--- config.mk ---
export PLATFORM = sky130hd
export DESIGN_NAME = mem_stage_hs
export DESIGN_NICKNAME = d
export VERILOG_FILES = /design/src/rtl/mem_stage_hs.sv
export SDC_FILE = /design/constraint.sdc
export NUM_CORES = 1
export LEC_CHECK = 0
export CORE_UTILIZATION = 40
export CTS_CLUSTER_DIAMETER = 100
export CTS_CLUSTER_SIZE = 14
export DETAILED_ROUTE_END_ITERATION = 10
export PLACE_DENSITY = 0.81
export SLEW_MARGIN = 25
export SYNTH_ARGS = -nofsm -noshare
export SYNTH_HDL_FRONTEND = slang
export SYNTH_SLANG_ARGS = --single-unit
--- constraint.sdc ---
create_clock -name clk -period 2.11 [get_ports clk]
set_input_delay 0.422 -clock clk [delete_from_list [all_inputs] [get_ports clk]]
set_output_delay 0.422 -clock clk [all_outputs]
set_load 0.01 [all_outputs]
--- src/rtl/mem_stage_hs.sv ---
// Handshaked MEM pipeline stage: holds one instruction, waits for the data-SRAM read
// response, extracts/extends the load result by byte lane and forwards the write to WB.
module mem_stage_hs #(
    parameter int unsigned DATA_W = 32,
    parameter int unsigned PC_W   = 32,
    parameter int unsigned RF_AW  = 5,
    parameter int unsigned SIDE_W = 66
) (
    input  logic              clk,
    input  logic              rst,
    input  logic              flush,
    input  logic              in_valid,
    output logic              in_ready,
    input  logic [PC_W-1:0]   in_pc,
    input  logic [DATA_W-1:0] in_res,
    input  logic [2:0]        in_ld_op,
    input  logic              in_rf_we,
    input  logic [RF_AW-1:0]  in_rf_waddr,
    input  logic [SIDE_W-1:0] in_side,
    input  logic              dresp_valid,
    input  logic [DATA_W-1:0] dresp_data,
    output logic              out_valid,
    input  logic              out_ready,
    output logic [PC_W-1:0]   out_pc,
    output logic              out_rf_we,
    output logic [RF_AW-1:0]  out_rf_waddr,
    output logic [DATA_W-1:0] out_rf_wdata,
    output logic [SIDE_W-1:0] out_side,
    output logic              out_adel,
    output logic              load_pending
);

    localparam int unsigned LANE_W = $clog2(DATA_W / 8);
    localparam logic [DATA_W-1:0] M8  = ~({DATA_W{1'b1}} << 8);
    localparam logic [DATA_W-1:0] M16 = ~({DATA_W{1'b1}} << 16);
    localparam logic [DATA_W-1:0] M32 = ~({DATA_W{1'b1}} << 32);

    typedef enum logic [1:0] {StIdle, StWait, StFull} state_e;

    state_e state_q, state_d, accept_tgt;
    logic   drop_q, drop_d;

    logic [PC_W-1:0]   pc_q, pc_d;
    logic [2:0]        op_q, op_d;
    logic [LANE_W-1:0] lane_q, lane_d;
    logic              we_q, we_d;
    logic [RF_AW-1:0]  waddr_q, waddr_d;
    logic [SIDE_W-1:0] side_q, side_d;
    logic [DATA_W-1:0] wdata_q, wdata_d;
    logic              adel_q, adel_d;

    logic              accept;
    logic [2:0]        in_op_eff;
    logic [2:0]        in_lane3;
    logic              in_misal;
    logic [DATA_W-1:0] shifted;
    logic [DATA_W-1:0] ld_data;

    assign accept = in_valid && in_ready;

    // A 32-bit datapath has no doubleword loads: LWU/LD collapse onto LW.
    always_comb begin : decode_in
        in_op_eff = in_ld_op;
        if (DATA_W == 32 && in_ld_op >= 3'd6) in_op_eff = 3'd5;
        in_lane3 = 3'(in_res[LANE_W-1:0]);
        case (in_op_eff)
            3'd3, 3'd4: in_misal = in_lane3[0];
            3'd5, 3'd6: in_misal = |in_lane3[1:0];
            3'd7:       in_misal = |in_lane3;
            default:    in_misal = 1'b0;
        endcase
        accept_tgt = (in_op_eff == 3'd0 || in_misal) ? StFull : StWait;
    end

    always_comb begin : extract
        shifted = dresp_data >> {lane_q, 3'b000};
        case (op_q)
            3'd1:    ld_data = (shifted & M8) | (~M8 & {DATA_W{shifted[7]}});
            3'd2:    ld_data = shifted & M8;
            3'd3:    ld_data = (shifted & M16) | (~M16 & {DATA_W{shifted[15]}});
            3'd4:    ld_data = shifted & M16;
            3'd5:    ld_data = (shifted & M32) | (~M32 & {DATA_W{shifted[31]}});
            3'd6:    ld_data = shifted & M32;
            default: ld_data = shifted;
        endcase
    end

    always_ff @(posedge clk) begin : state_reg
        if (rst) begin
            state_q <= StIdle;
            drop_q  <= 1'b0;
        end else begin
            state_q <= state_d;
            drop_q  <= drop_d;
        end
    end

    // A flushed load still has its response in flight; drop swallows it.
    always_comb begin : next_state
        state_d = state_q;
        drop_d  = drop_q;
        if (flush) begin
            state_d = StIdle;
            if (state_q == StWait && !dresp_valid) drop_d = 1'b1;
        end else begin
            case (state_q)
                StIdle:  if (accept) state_d = accept_tgt;
                StWait:  if (dresp_valid) state_d = StFull;
                StFull:  if (out_ready) state_d = accept ? accept_tgt : StIdle;
                default: state_d = StIdle;
            endcase
        end
        if (drop_q && dresp_valid) drop_d = 1'b0;
    end

    always_comb begin : outputs
        out_valid    = (state_q == StFull);
        load_pending = (state_q == StWait);
        in_ready     = !rst && !flush && !drop_q &&
                       (state_q == StIdle || (state_q == StFull && out_ready));
    end

    always_comb begin : datapath_next
        pc_d    = pc_q;
        op_d    = op_q;
        lane_d  = lane_q;
        we_d    = we_q;
        waddr_d = waddr_q;
        side_d  = side_q;
        wdata_d = wdata_q;
        adel_d  = adel_q;
        if (accept) begin
            pc_d    = in_pc;
            op_d    = in_op_eff;
            lane_d  = in_res[LANE_W-1:0];
            waddr_d = in_rf_waddr;
            side_d  = in_side;
            adel_d  = in_misal;
            we_d    = in_rf_we && !in_misal;
            wdata_d = (in_op_eff == 3'd0) ? in_res : '0;
        end else if (state_q == StWait && dresp_valid && !flush) begin
            wdata_d = ld_data;
        end
    end

    always_ff @(posedge clk) begin : datapath_reg
        if (rst) begin
            pc_q    <= '0;
            op_q    <= '0;
            lane_q  <= '0;
            we_q    <= 1'b0;
            waddr_q <= '0;
            side_q  <= '0;
            wdata_q <= '0;
            adel_q  <= 1'b0;
        end else begin
            pc_q    <= pc_d;
            op_q    <= op_d;
            lane_q  <= lane_d;
            we_q    <= we_d;
            waddr_q <= waddr_d;
            side_q  <= side_d;
            wdata_q <= wdata_d;
            adel_q  <= adel_d;
        end
    end

    assign out_pc       = pc_q;
    assign out_rf_we    = we_q;
    assign out_rf_waddr = waddr_q;
    assign out_rf_wdata = wdata_q;
    assign out_side     = side_q;
    assign out_adel     = adel_q;

    // A response is only legal while a load waits or a flushed one is being dropped.
    a_dresp_legal: assert property (@(posedge clk) disable iff (rst)
        dresp_valid |-> (state_q == StWait || drop_q));

endmodule

==> results of run 1 <==
[logic make-up (layout without fill, tap and decap cells)]
logic type,count (synthesis),in the layout,share of synthesized area [%]
muxes,32,32,5.39
buffers and inverters,64,400,4.45
xor gates and xnor gates,2,2,0.287
AOI/OAI and AO/OA,237,237,24.2
and+or+nand+nor,269,269,18.1
DFF,145,145,47.6
[cells in the mapped netlist, types with 2 or more instances]
| cell type | count |
|---|---|
| sky130_fd_sc_hd__a21oi_1 | 143 |
| sky130_fd_sc_hd__a221oi_1 | 8 |
| sky130_fd_sc_hd__nand2b_1 | 4 |
| sky130_fd_sc_hd__nand2_1 | 214 |
| sky130_fd_sc_hd__nand3b_1 | 2 |
| sky130_fd_sc_hd__a211oi_1 | 43 |
| sky130_fd_sc_hd__xnor2_1 | 2 |
| sky130_fd_sc_hd__mux2i_1 | 25 |
| sky130_fd_sc_hd__a22oi_1 | 8 |
| sky130_fd_sc_hd__dfxtp_1 | 145 |
| sky130_fd_sc_hd__o21ai_0 | 3 |
| sky130_fd_sc_hd__inv_1 | 2 |
| sky130_fd_sc_hd__buf_2 | 22 |
| sky130_fd_sc_hd__mux2_2 | 7 |
| sky130_fd_sc_hd__nor3_1 | 12 |
| sky130_fd_sc_hd__o21bai_1 | 15 |
| sky130_fd_sc_hd__buf_1 | 2 |
| sky130_fd_sc_hd__nor2_1 | 22 |
| sky130_fd_sc_hd__clkbuf_1 | 37 |
| sky130_fd_sc_hd__o2bb2ai_1 | 7 |
| sky130_fd_sc_hd__nor2b_1 | 4 |
[worst min path at each step]
stage / slack [ps] / to / depth (start not counted)
floorplan: 470 / op_q[2] / 2
global placement: 440 / out_pc[30] / 2
detailed placement: 450 / out_side[48] / 2
CTS: 450 / out_side[48] / 2
global route: 470 / out_side[22] / 2
finish: 450 / out_side[39] / 2
[routing by layer]
layer  vias up  track usage (%)
li1       3255                -
met4         0             10.5
met1      2999             30.7
met3        41             9.84
met5         -                0
met2       271             46.4
[tightest hold or removal path: cells and delay by family (launching register included)]
| family | cells | cell delay [ps] |
|---|---|---|
| flip-flops | 1 | 300 |
| AO/OA/AOI/OAI | 1 | 50 |
| AND/OR/NAND/NOR | 1 | 50 |
[sequential cells by signal, summed over array words and instances, names as in the netlist]
name	flops
op_q	3
out_pc	32
out_rf_wdata	32
out_rf_we	1
out_adel	1
out_side	66
state_q	2
drop_q	1
out_rf_waddr	5
lane_q	2
[repair_timing]
item,4_1_cts,5_1_grt
resized for setup,6,3
hold buffers,0,0
cloned,0,0
endpoints found under the setup margin,2,3
buffers inserted,0,0
pin swaps,2,1
[layout make-up]
cell class | count | area (µm²)
Clock buffer | 20 | 457
Clock inverter | 12 | 134
Fill cell | 1138 | 4260
Inverter | 2 | 7.51
Multi-Input combinational cell | 540 | 2960
Sequential cell | 145 | 2900
Tap cell | 184 | 230
Timing Repair Buffer | 366 | 3740
[metrics by stage]
step                std cells  cell area (µm²)  worst slack [ps]  util (%)  TNS (ps)
global route             1269            10400              14.0      71.0         0
detailed placement       1237             9830              -393      66.8    -34340
floorplan                 749             6100               208         -         0
global placement         1237             9830              -378      66.8    -31030
finish                   1269            10400              56.4      71.0         0
CTS                      1269            10400              11.3      70.9         0
[power breakdown]
group          internal, mW  switching (mW)  leakage [nW]  total, mW
combinational         0.680           0.479          2.29       1.16
sequential             2.84          0.0579          1.18       2.90
clock                  1.80            1.21         0.275       3.01
==> run summary, run 1 <==
The run finished, with violations left. The checks that failed: design-rule violations. The first detailed-routing pass took 10 iterations. On the critical path, the stage with the largest delay is an instance of sky130_fd_sc_hd__or4_4. The required time of the worst setup path is 1690 ps. After layout, the design draws a total of 7.07 mW.

The detailed-route via count is 6,566. The number of input and output port buffers inserted came out at 316. Setup violations remaining at the end of the flow were counted as 0.

The synthesized net count came out at 926. The signal on the critical path passes through clkdlybuf4s50_1, or4_4, nor2_4, clkdlybuf4s15_2. The number of design-rule violations left by the first detailed-router iteration is 514. The top-level I/O count is 317. In this run the static leakage power is 3.74 nW.

The largest voltage drop on the vdd net is 0.671 mV. The number of antenna violations at the first check in global routing came to 0. The type of the worst setup path is primary input to primary output.

Routed signal wires occupy layers up through met4. The number of global-route vias before repair came out at 6,431. The relative area change from synthesis to final layout is 71.1%. The clock drives 145 sinks.

After synthesis the cells add up to 6100 µm². Between clock sinks in the finished design, the worst skew comes to 8.96 ps. The worst setup path is launched from a primary input. The maximum root-to-sink buffer count came out at 2. The max capacitance violation total came out at 0.

The count of cells along the worst register-to-register path came out at 7. The async set or reset register ratio after synthesis is 0%. The tightest hold margin is 452 ps. The worst-path maximum fanout is 3. In the post-synthesis netlist, the biggest area contributors are sky130_fd_sc_hd__dfxtp_1, sky130_fd_sc_hd__nand2_1, sky130_fd_sc_hd__a21oi_1, sky130_fd_sc_hd__a211oi_1, sky130_fd_sc_hd__mux2i_1.

Together, buffers and inverters on the worst path number 2. The worst setup slack for register-to-register paths came out at 190 ps. The final layout contains 1,249 nets. The worst-margin pin slew came out at 652 ps.

Leaving out fill and tap cells, the most frequent cells in the layout are sky130_fd_sc_hd__clkdlybuf4s50_1, sky130_fd_sc_hd__nand2_1, sky130_fd_sc_hd__dfxtp_1. Global routing finished with a remaining overflow of 0. The count of mapped cells out of synthesis came out at 749. Sequential elements use 47.6% of the synthesized area. At the end of routability-driven placement, the weighted congestion stood at 0.889. In the synthesized netlist the dominant register cell turns out to be sky130_fd_sc_hd__dfxtp_1. The fraction of post-synthesis cell area in the top cell type by area came out at 47.6%. Leaving out fill and tap cells, the most frequent cell in the layout is sky130_fd_sc_hd__clkdlybuf4s50_1. The met1 routed wirelength after detailed routing came out at 8240 µm. The number of enable flip-flop cells after synthesis came out at 0. The clock input transition at the sequential cells of the worst setup and hold paths came out at 60 ps. The total core area came out at 14,700 µm². The starting density of the core came out at 41.5%. The largest net degree at the start of global routing came out at 146. The endpoint of the worst-slack reg-to-reg timing path is out_side[6]. In this run the power density over the cells is 677 nW/µm². In this design, the largest share of critical-path delay is due to buffers and inverters. The source-to-sink clock delay at the later pin of the worst-skew pair is 420 ps. The number of vias per cell came out at 5.17.

The synthesized design contains 145 register bits. The number of hold violations in the final report was 0. TritonCTS built the clock tree. In this run the number of cells on the critical path is 4. The critical path arrival came out at 1630 ps. Following the worst setup path forward leads to its endpoint at in_ready. The met2 layer wire length in the routed design is 10,400 µm. Setup repair after global routing left no endpoint under its margin. The height of the die is 125 µm. In this run the number of H-tree levels came out at 4.

In this run the worst setup path begins at flush. The endpoint kind of the worst setup timing path is a primary output. The detail-routed net length per standard cell is 16.6 µm.

The number of unique standard cell types used by synthesis is 43. Clock tree synthesis selected as its root buffer the cell sky130_fd_sc_hd__clkbuf_16. The startpoint of the lowest-slack hold path is out_side[39]. The fraction of final layout cells with drive strength greater than 1 is 9.22%. The HPWL after detailed placement came out at 15,200 µm.

The die area is 15,700 µm². For this run, the number of Yosys warnings is 0. The met3 wire length is 1830 µm. The total number of placement rows came out at 44. The achievable clock frequency came out at 487 MHz. For this run, the total global-route usage over all layers was measured as 27.1%.

The width of the die came out at 125 µm. The antenna diode count came out at 0. In this design, the stage delay of the slowest critical-path cell is 460 ps. In the routed design, unresolved DRC markers number 21. The TritonCTS buffer count came out at 17. The aggregate routed wire length came out at 21,100 µm.

In this run the worst hold path is classified as flip-flop to flip-flop. The synthesized design spends more area on one cell type than any other, namely sky130_fd_sc_hd__dfxtp_1. The share of the cycle needed by the critical path after routing came out at 97.3%. The number of max-slew violations in the final report came out at 0. The count of nets left with antenna violations after detail routing is 0. The headroom to the max-slew limit came out at 56.5%. The synthesized area divided by synthesized cell count came out at 8.14 µm². The first-pass GRT wire length came out at 33,400 µm. For the finished layout, the period the worst path requires is 2050 ps. The launch instance of the worst register-to-register path is state_q[0].
Power figures use the tool's default switching activity.
==> run 2, diff against run 1 <==
--- a/config.mk
+++ b/config.mk
@@ -10,6 +10,7 @@
 export CTS_CLUSTER_SIZE = 14
 export DETAILED_ROUTE_END_ITERATION = 10
 export PLACE_DENSITY = 0.81
+export SKIP_LAST_GASP = 1
 export SLEW_MARGIN = 25
 export SYNTH_ARGS = -nofsm -noshare
 export SYNTH_HDL_FRONTEND = slang
==> run 2 against run 1 <==
  * The flow still finishes with violations (design-rule violations)
  * Non-clock buffer count stayed put
  * Largest power group unchanged
  * Clock skew is 0.75 ps lower
  * Largest cell class unchanged
  * Sequential share of layout area hardly changed
  * Flip-flop and latch count stayed put
  * Maximum frequency hardly changed
  * Register-to-register slack worse by 40 ps
==> run summary, run 2 (same netlist as run 1, synthesis figures left out) <==
The overall track demand over capacity in global routing came out at 27.1% (unchanged). The global-route track usage on met1 is 30.7% (about the same). The count of nets left with antenna violations after detail routing was 0 (unchanged). The number of buffer and inverter stages on the critical path came out at 2 (unchanged). The worst-path maximum fanout is 3 (unchanged).

The number of antenna violations at the first check in global routing is 0 (unchanged). The worst setup slack for register-to-register paths came out at 150 ps (was 190 ps). The largest voltage drop on the vdd net came out at 0.671 mV (about the same). Result of the run: finished with violations (unchanged). The number of optimization iterations in the first detailed-route pass came out at 11 (was 10). The required time of the worst setup path is 1690 ps (about the same).

Cell breakdown of the critical path: clkdlybuf4s50_1, or4_4, nor2_2, clkbuf_2 (was clkdlybuf4s50_1, or4_4, nor2_4, clkdlybuf4s15_2). The remaining design rule violation count is 21 (unchanged). The detailed-route via count is 6,574 (was 6,566).

The final critical delay including setup and external delays is 2050 ps (about the same). Violated checks: design-rule violations (unchanged). The end point of the critical path is in_ready (unchanged). The total stage count of the critical path is 4 (unchanged). The number of endpoints failing setup at the final stage came out at 0 (unchanged). The width of the die came out at 125 µm (unchanged). The TritonCTS buffer count is 17 (unchanged).

The total number of clock tree sinks came out at 145 (unchanged). The count of H-tree levels built during CTS came to 4 (unchanged). The starting density of the core is 41.5% (unchanged). The type of origin of the critical path is a primary input (unchanged). The worst clock skew is 8.21 ps (was 8.96 ps). Setup repair after global routing missed its margin: no (unchanged). The type of the worst setup path is primary input to primary output (unchanged).

The total core area is 14,700 µm² (unchanged). The headroom to the max-slew limit is 56.9% (was 56.5%). The HPWL after detailed placement is 15,200 µm (unchanged).

The worst-margin pin slew is 647 ps (was 652 ps). The met3 layer usage reported by global route is 9.84% (unchanged). The weighted congestion at the end of routability-driven global placement was 0.889 (unchanged).

The tightest hold margin came to 452 ps (about the same). The fraction of met2 tracks used by global routing is 46.5% (was 46.4%). The number of vias per cell is 5.18 (was 5.17).

The peak per-stage delay on the critical path is 510 ps (was 460 ps). The detail-routed net length per standard cell came out at 16.6 µm (about the same). The clock input transition at the sequential cells of the worst setup and hold paths is 60 ps (about the same).

The first-pass GRT wire length came out at 33,400 µm (unchanged). The die area came out at 15,700 µm² (unchanged). The launch instance of the worst register-to-register path was drop_q (was state_q[0]). The endpoint of the worst-slack reg-to-reg timing path is out_side[6] (unchanged).

The area of combinational cells with multiple inputs was 2960 µm² (about the same). The clock root buffer is sky130_fd_sc_hd__clkbuf_16 (unchanged). The busiest layer in global routing was met2 (unchanged). The fraction of final layout cells with drive strength greater than 1 was 9.22% (unchanged). The leakage power of the design is 3.74 nW (about the same).

The flip-flop and latch area came out at 2900 µm² (unchanged). The critical path arrival is 1630 ps (about the same). The launch point of the worst path is flush (unchanged). The largest net degree at the start of global routing is 146 (unchanged). The number of input and output port buffers inserted is 316 (unchanged). The total number of placement rows came out at 44 (unchanged).

The number of max-slew violations in the final report is 0 (unchanged). The count of placed standard cells in the final layout, fillers left out came to 1,269 (unchanged). The antenna diode count is 0 (unchanged). The height of the die is 125 µm (unchanged). The endpoint kind of the worst setup timing path is a primary output (unchanged).

The max capacitance violation total is 0 (unchanged). The count of fill cells added during filler insertion came out at 1,142 (was 1,138). The relative area change from synthesis to final layout came out at 70.9% (was 71.1%). The number of flip-flops under the largest register name came to 66 (unchanged). The number of global-route vias before repair came out at 6,420 (was 6,431). The cell type group with the largest total delay on the critical path is simple AND/OR/NAND/NOR gates (was buffers and inverters).

The cts-stage hold buffer count is 0 (unchanged). The instance count after placement with tap cells included is 1,237 (unchanged). The library cell contributing the largest single delay on the critical path is sky130_fd_sc_hd__or4_4 (unchanged). The count of cells along the worst register-to-register path came to 7 (unchanged).

The share of the cycle needed by the critical path after routing is 97.3% (about the same). The residual overflow from global routing came out at 0 (unchanged). The achievable clock frequency is 487 MHz (about the same). The class of the worst hold path is flip-flop to flip-flop (unchanged). The source-to-sink clock delay at the later pin of the worst-skew pair came to 420 ps (about the same). The post-CTS setup buffer count is 0 (unchanged). The CTS tree is built (unchanged). The count of nets after finishing came out at 1,249 (unchanged).

The most common cell after layout, fill and taps aside is sky130_fd_sc_hd__clkdlybuf4s50_1 (unchanged). The power per standard cell area is 677 nW/µm² (about the same). The top-level I/O count came out at 317 (unchanged). Top library cells by usage in the layout, fill and taps aside: sky130_fd_sc_hd__clkdlybuf4s50_1, sky130_fd_sc_hd__nand2_1, sky130_fd_sc_hd__dfxtp_1 (unchanged). The maximum root-to-sink buffer count is 2 (unchanged).

The number of hold violations in the final report came out at 0 (unchanged). The aggregate routed wire length came out at 21,000 µm (was 21,100 µm). The number of design-rule violations left by the first detailed-router iteration came out at 501 (was 514). The startpoint of the lowest-slack hold path is out_side[39] (unchanged).
run 2: area by class of cell:
| class | instances | share of cell area, % |
|---|---|---|
| inverters | 2 | 0.0720 |
| clock inverters | 12 | 1.28 |
| multi-input cells | 540 | 28.4 |
| well taps | 184 | 2.21 |
| repair buffers | 366 | 35.8 |
| flip-flops and latches | 145 | 27.8 |
| clock buffers | 20 | 4.38 |
run 2: worst reg2reg max path: cells and delay by family (launching register included):
family | cells | cell delay [ps]
AND/OR/NAND/NOR | 3 | 820
AO/OA/AOI/OAI | 1 | 140
buffers and inverters | 3 | 590
flip-flops | 1 | 330
run 2: stage by stage:
step                      TNS, ps  util [%]  power [mW]  worst slack (ps)  area, µm²
after floorplan                 0         -        3.37               208       6100
after global placement     -31030      66.8        4.10              -378       9830
after detailed placement   -34340      66.8        4.11              -393       9830
after CTS                   -63.7      70.9        7.13             -63.7      10400
after global routing            0      70.9        7.34              3.67      10400
final                           0      70.9        7.06              56.9      10400
run 2: worst min path at each step:
stage                   end  cells after the start
6_report       out_side[39]                      2
2_1_floorplan       op_q[2]                      2
5_1_grt        out_side[22]                      2
3_5_place_dp   out_side[48]                      2
4_1_cts        out_side[48]                      2
3_3_place_gp     out_pc[30]                      2
run 2: per-layer routing:
metal  vias up  part of all wire [%]
li1       3256                     -
met1      2994                    39
met2       283                    49
met3        41                   9.0
met4         0                   3.1
met5         -                     0
run 2: where the power goes:
part | internal, mW | total, mW | switching, mW
Sequential | 2.84 | 2.90 | 0.0579
Clock | 1.80 | 3.01 | 1.20
Combinational | 0.679 | 1.16 | 0.478
run 2: timing repair:
action | 4_1_cts | 5_1_grt
hold endpoints to repair | 0 | 0
resized for setup | 4 | 4
endpoints found under the setup margin | 2 | 3
==> run 3, diff against run 2 <==
==> config.mk (replaced) <==
export PLATFORM = sky130hd
export DESIGN_NAME = mem_stage_hs
export DESIGN_NICKNAME = d
export VERILOG_FILES = /design/src/rtl/mem_stage_hs.sv
export SDC_FILE = /design/constraint.sdc
export NUM_CORES = 1
export LEC_CHECK = 0
export CORE_UTILIZATION = 41
export CTS_BUF_LIST = sky130_fd_sc_hd__clkbuf_4
export CTS_CLUSTER_DIAMETER = 100
export CTS_CLUSTER_SIZE = 14
export DETAILED_ROUTE_END_ITERATION = 10
export PLACE_DENSITY = 0.83
export SKIP_LAST_GASP = 1
export SLEW_MARGIN = 15
export SYNTH_ARGS = -nofsm -noshare
export SYNTH_HDL_FRONTEND = slang
export SYNTH_SLANG_ARGS = --single-unit
==> run 3 against run 2 <==
  * Wire length shrank 1.3%
  * Combinational power is essentially flat
  * Largest power group is now sequential cells
  * Maximum frequency shrank 2.3%
  * The run now ends clean
  * Count of clock-buffer cells in the layout shrank 3
  * Hold slack lost 66 ps
  * Final area shrank 2.7%
  * Die area shrank 2.4%
  * Via count grew 1.1%
  * Largest cell class unchanged
  * Global-route usage shrank 0.81 points
  * Clock skew grew 7.5 ps
==> run summary, run 3 (same netlist as run 1, synthesis figures left out) <==
The number of optimization iterations in the first detailed-route pass is 5 (was 11). The startpoint of the lowest-slack hold path is in_pc[11] (was out_side[39]). The most common cell after layout, fill and taps aside is sky130_fd_sc_hd__clkdlybuf4s50_1 (unchanged). The detailed-route via count is 6,645 (was 6,574).

The largest voltage drop on the vdd net came out at 0.646 mV (was 0.671 mV). The final design utilization came out at 69.8% (was 70.9%). The critical path arrival is 1680 ps (was 1630 ps). The aggregate routed wire length is 20,700 µm (was 21,000 µm).

The headroom to the max-slew limit is 55.1% (was 56.9%). The number of hold violations in the final report is 0 (unchanged). The type of the worst setup path is flip-flop to primary output (was primary input to primary output).

The overall track demand over capacity in global routing came to 26.3% (was 27.1%). The launch instance of the worst register-to-register path is state_q[0] (was drop_q). The worst clock skew is 15.8 ps (was 8.21 ps). The number of antenna violations at the first check in global routing came out at 0 (unchanged).

The source-to-sink clock delay at the later pin of the worst-skew pair is 560 ps (was 420 ps). The relative area change from synthesis to final layout is 66.3% (was 70.9%). The count of H-tree levels built during CTS is 4 (unchanged). The number of flip-flops under the largest register name came to 66 (unchanged). The clock input transition at the sequential cells of the worst setup and hold paths came out at 150 ps (was 60 ps).

The HPWL after detailed placement came out at 15,000 µm (was 15,200 µm). The flip-flop and latch area is 2910 µm² (was 2900 µm²). The height of the die came out at 124 µm (was 125 µm). The total core area is 14,500 µm² (was 14,700 µm²). The worst-path maximum fanout came out at 3 (unchanged).

The die area came out at 15,400 µm² (was 15,700 µm²). The fraction of final layout cells with drive strength greater than 1 is 9.33% (was 9.22%). The achievable clock frequency is 476 MHz (was 487 MHz). The max capacitance violation total is 0 (unchanged). The worst-margin pin slew is 673 ps (was 647 ps).

The power per standard cell area is 609 nW/µm² (was 677 nW/µm²). The weighted congestion at the end of routability-driven global placement came out at 0.909 (was 0.889). The count of nets after finishing came out at 1,247 (was 1,249).

The maximum root-to-sink buffer count is 2 (unchanged). The residual overflow from global routing came out at 0 (unchanged). The total number of placement rows came to 44 (unchanged).

The clock root buffer is sky130_fd_sc_hd__clkbuf_4 (was sky130_fd_sc_hd__clkbuf_16). The top-level I/O count was 317 (unchanged). The final standard cell area without fillers came out at 10,100 µm² (was 10,400 µm²). The remaining design rule violation count came out at 0 (was 21).

The launch point of the worst path is state_q[0] (was flush). The number of vias per cell came out at 5.24 (was 5.18). The count of nets left with antenna violations after detail routing came out at 0 (unchanged). The share of the cycle needed by the critical path after routing was 99.6% (was 97.3%). The largest net degree at the start of global routing was 146 (unchanged). The width of the die was 124 µm (was 125 µm).

The number of endpoints failing setup at the final stage is 0 (unchanged). The end point of the critical path is in_ready (unchanged). The total number of clock tree sinks came out at 145 (unchanged).

The class of the worst hold path was primary input to flip-flop (was flip-flop to flip-flop). The standard cell area after detailed placement came to 9790 µm² (was 9830 µm²). Result of the run: completed (was finished with violations). The endpoint kind of the worst setup timing path was a primary output (unchanged).

The number of global-route vias before repair was 6,199 (was 6,420). The endpoint of the worst-slack reg-to-reg timing path is out_rf_wdata[15] (was out_side[6]). The area of combinational cells with multiple inputs came out at 2960 µm² (unchanged). The TritonCTS buffer count is 17 (unchanged). The final critical delay including setup and external delays is 2100 ps (was 2050 ps). Top library cells by usage in the layout, fill and taps aside: sky130_fd_sc_hd__clkdlybuf4s50_1, sky130_fd_sc_hd__nand2_1, sky130_fd_sc_hd__a21oi_1, sky130_fd_sc_hd__dfxtp_1, sky130_fd_sc_hd__a211oi_1 (was sky130_fd_sc_hd__clkdlybuf4s50_1, sky130_fd_sc_hd__nand2_1, sky130_fd_sc_hd__dfxtp_1). The number of design-rule violations left by the first detailed-router iteration came out at 364 (was 501). The detail-routed net length per standard cell came out at 16.4 µm (was 16.6 µm). The starting density of the core is 42.0% (was 41.5%). The count of fill cells added during filler insertion came to 1,155 (was 1,142).

The number of max-slew violations in the final report is 0 (unchanged). The type of origin of the critical path is a flip-flop (was primary input). Setup repair after global routing missed its margin: yes (was no).

The number of input and output port buffers inserted is 316 (unchanged). The CTS tree is built (unchanged). The required time of the worst setup path came out at 1690 ps (about the same). The worst setup slack for register-to-register paths is 120 ps (was 150 ps).

The count of cells along the worst register-to-register path is 7 (unchanged). The first-pass GRT wire length came out at 30,900 µm (was 33,400 µm). The leakage power of the design is 3.61 nW (was 3.74 nW).
run 3: metrics by stage:
| stage | TNS (ps) | total power, mW | setup slack, ps | cells | hold WS, ps |
|---|---|---|---|---|---|
| final | 0 | 6.18 | 9.08 | 1268 | 386 |
| after global routing | -77.5 | 6.46 | -77.5 | 1267 | 339 |
| after CTS | -267 | 6.22 | -267 | 1267 | 328 |
| after detailed placement | -34570 | 4.10 | -397 | 1235 | 446 |
| after global placement | -31770 | 4.09 | -395 | 1235 | 440 |
| after floorplan | 0 | 3.37 | 208 | 749 | 472 |
run 3: critical path, cell delays in order, from the launching register on:
cell                      delay (ps)
sky130_fd_sc_hd__dfxtp_2         350
sky130_fd_sc_hd__or4_4           550
sky130_fd_sc_hd__nor2_4          110
sky130_fd_sc_hd__buf_6           110
run 3: final cells by class:
class                           instances  area share, %
Clock inverter                         15           2.16
Multi-Input combinational cell        540           29.2
Clock buffer                           17           1.26
Sequential cell                       145           28.6
Tap cell                              184           2.27
Inverter                                2         0.0740
Timing Repair Buffer                  364           36.4
Antenna cell                            1         0.0247
run 3: layer usage:
metal  global-route usage [%]  part of all wire, %
met3                     8.88                   10
met1                     30.8                   39
met5                        0                    0
met2                     43.2                   48
met4                     12.4                  3.1
run 3: how the worst min path moves through the flow:
stage / cells after the start / end / slack, ps
after floorplan: 2 / op_q[2] / 470
after global placement: 2 / out_side[10] / 440
after detailed placement: 2 / out_side[27] / 450
after CTS: 3 / out_pc[11] / 330
after global routing: 3 / out_pc[12] / 340
final: 3 / out_pc[11] / 390
run 3: power by group:
group	total (mW)	switching [mW]	internal, mW
Clock	2.13	1.15	0.980
Combinational	1.15	0.479	0.674
Sequential	2.90	0.0562	2.84
Total	6.18	1.68	4.50
run 3: what timing repair did:
action	in CTS	in global routing
hold buffers	0	0
pin swaps	0	2
endpoints found under the setup margin	3	2
gates cloned	0	0
resized for setup	4	8
buffers inserted	0	0
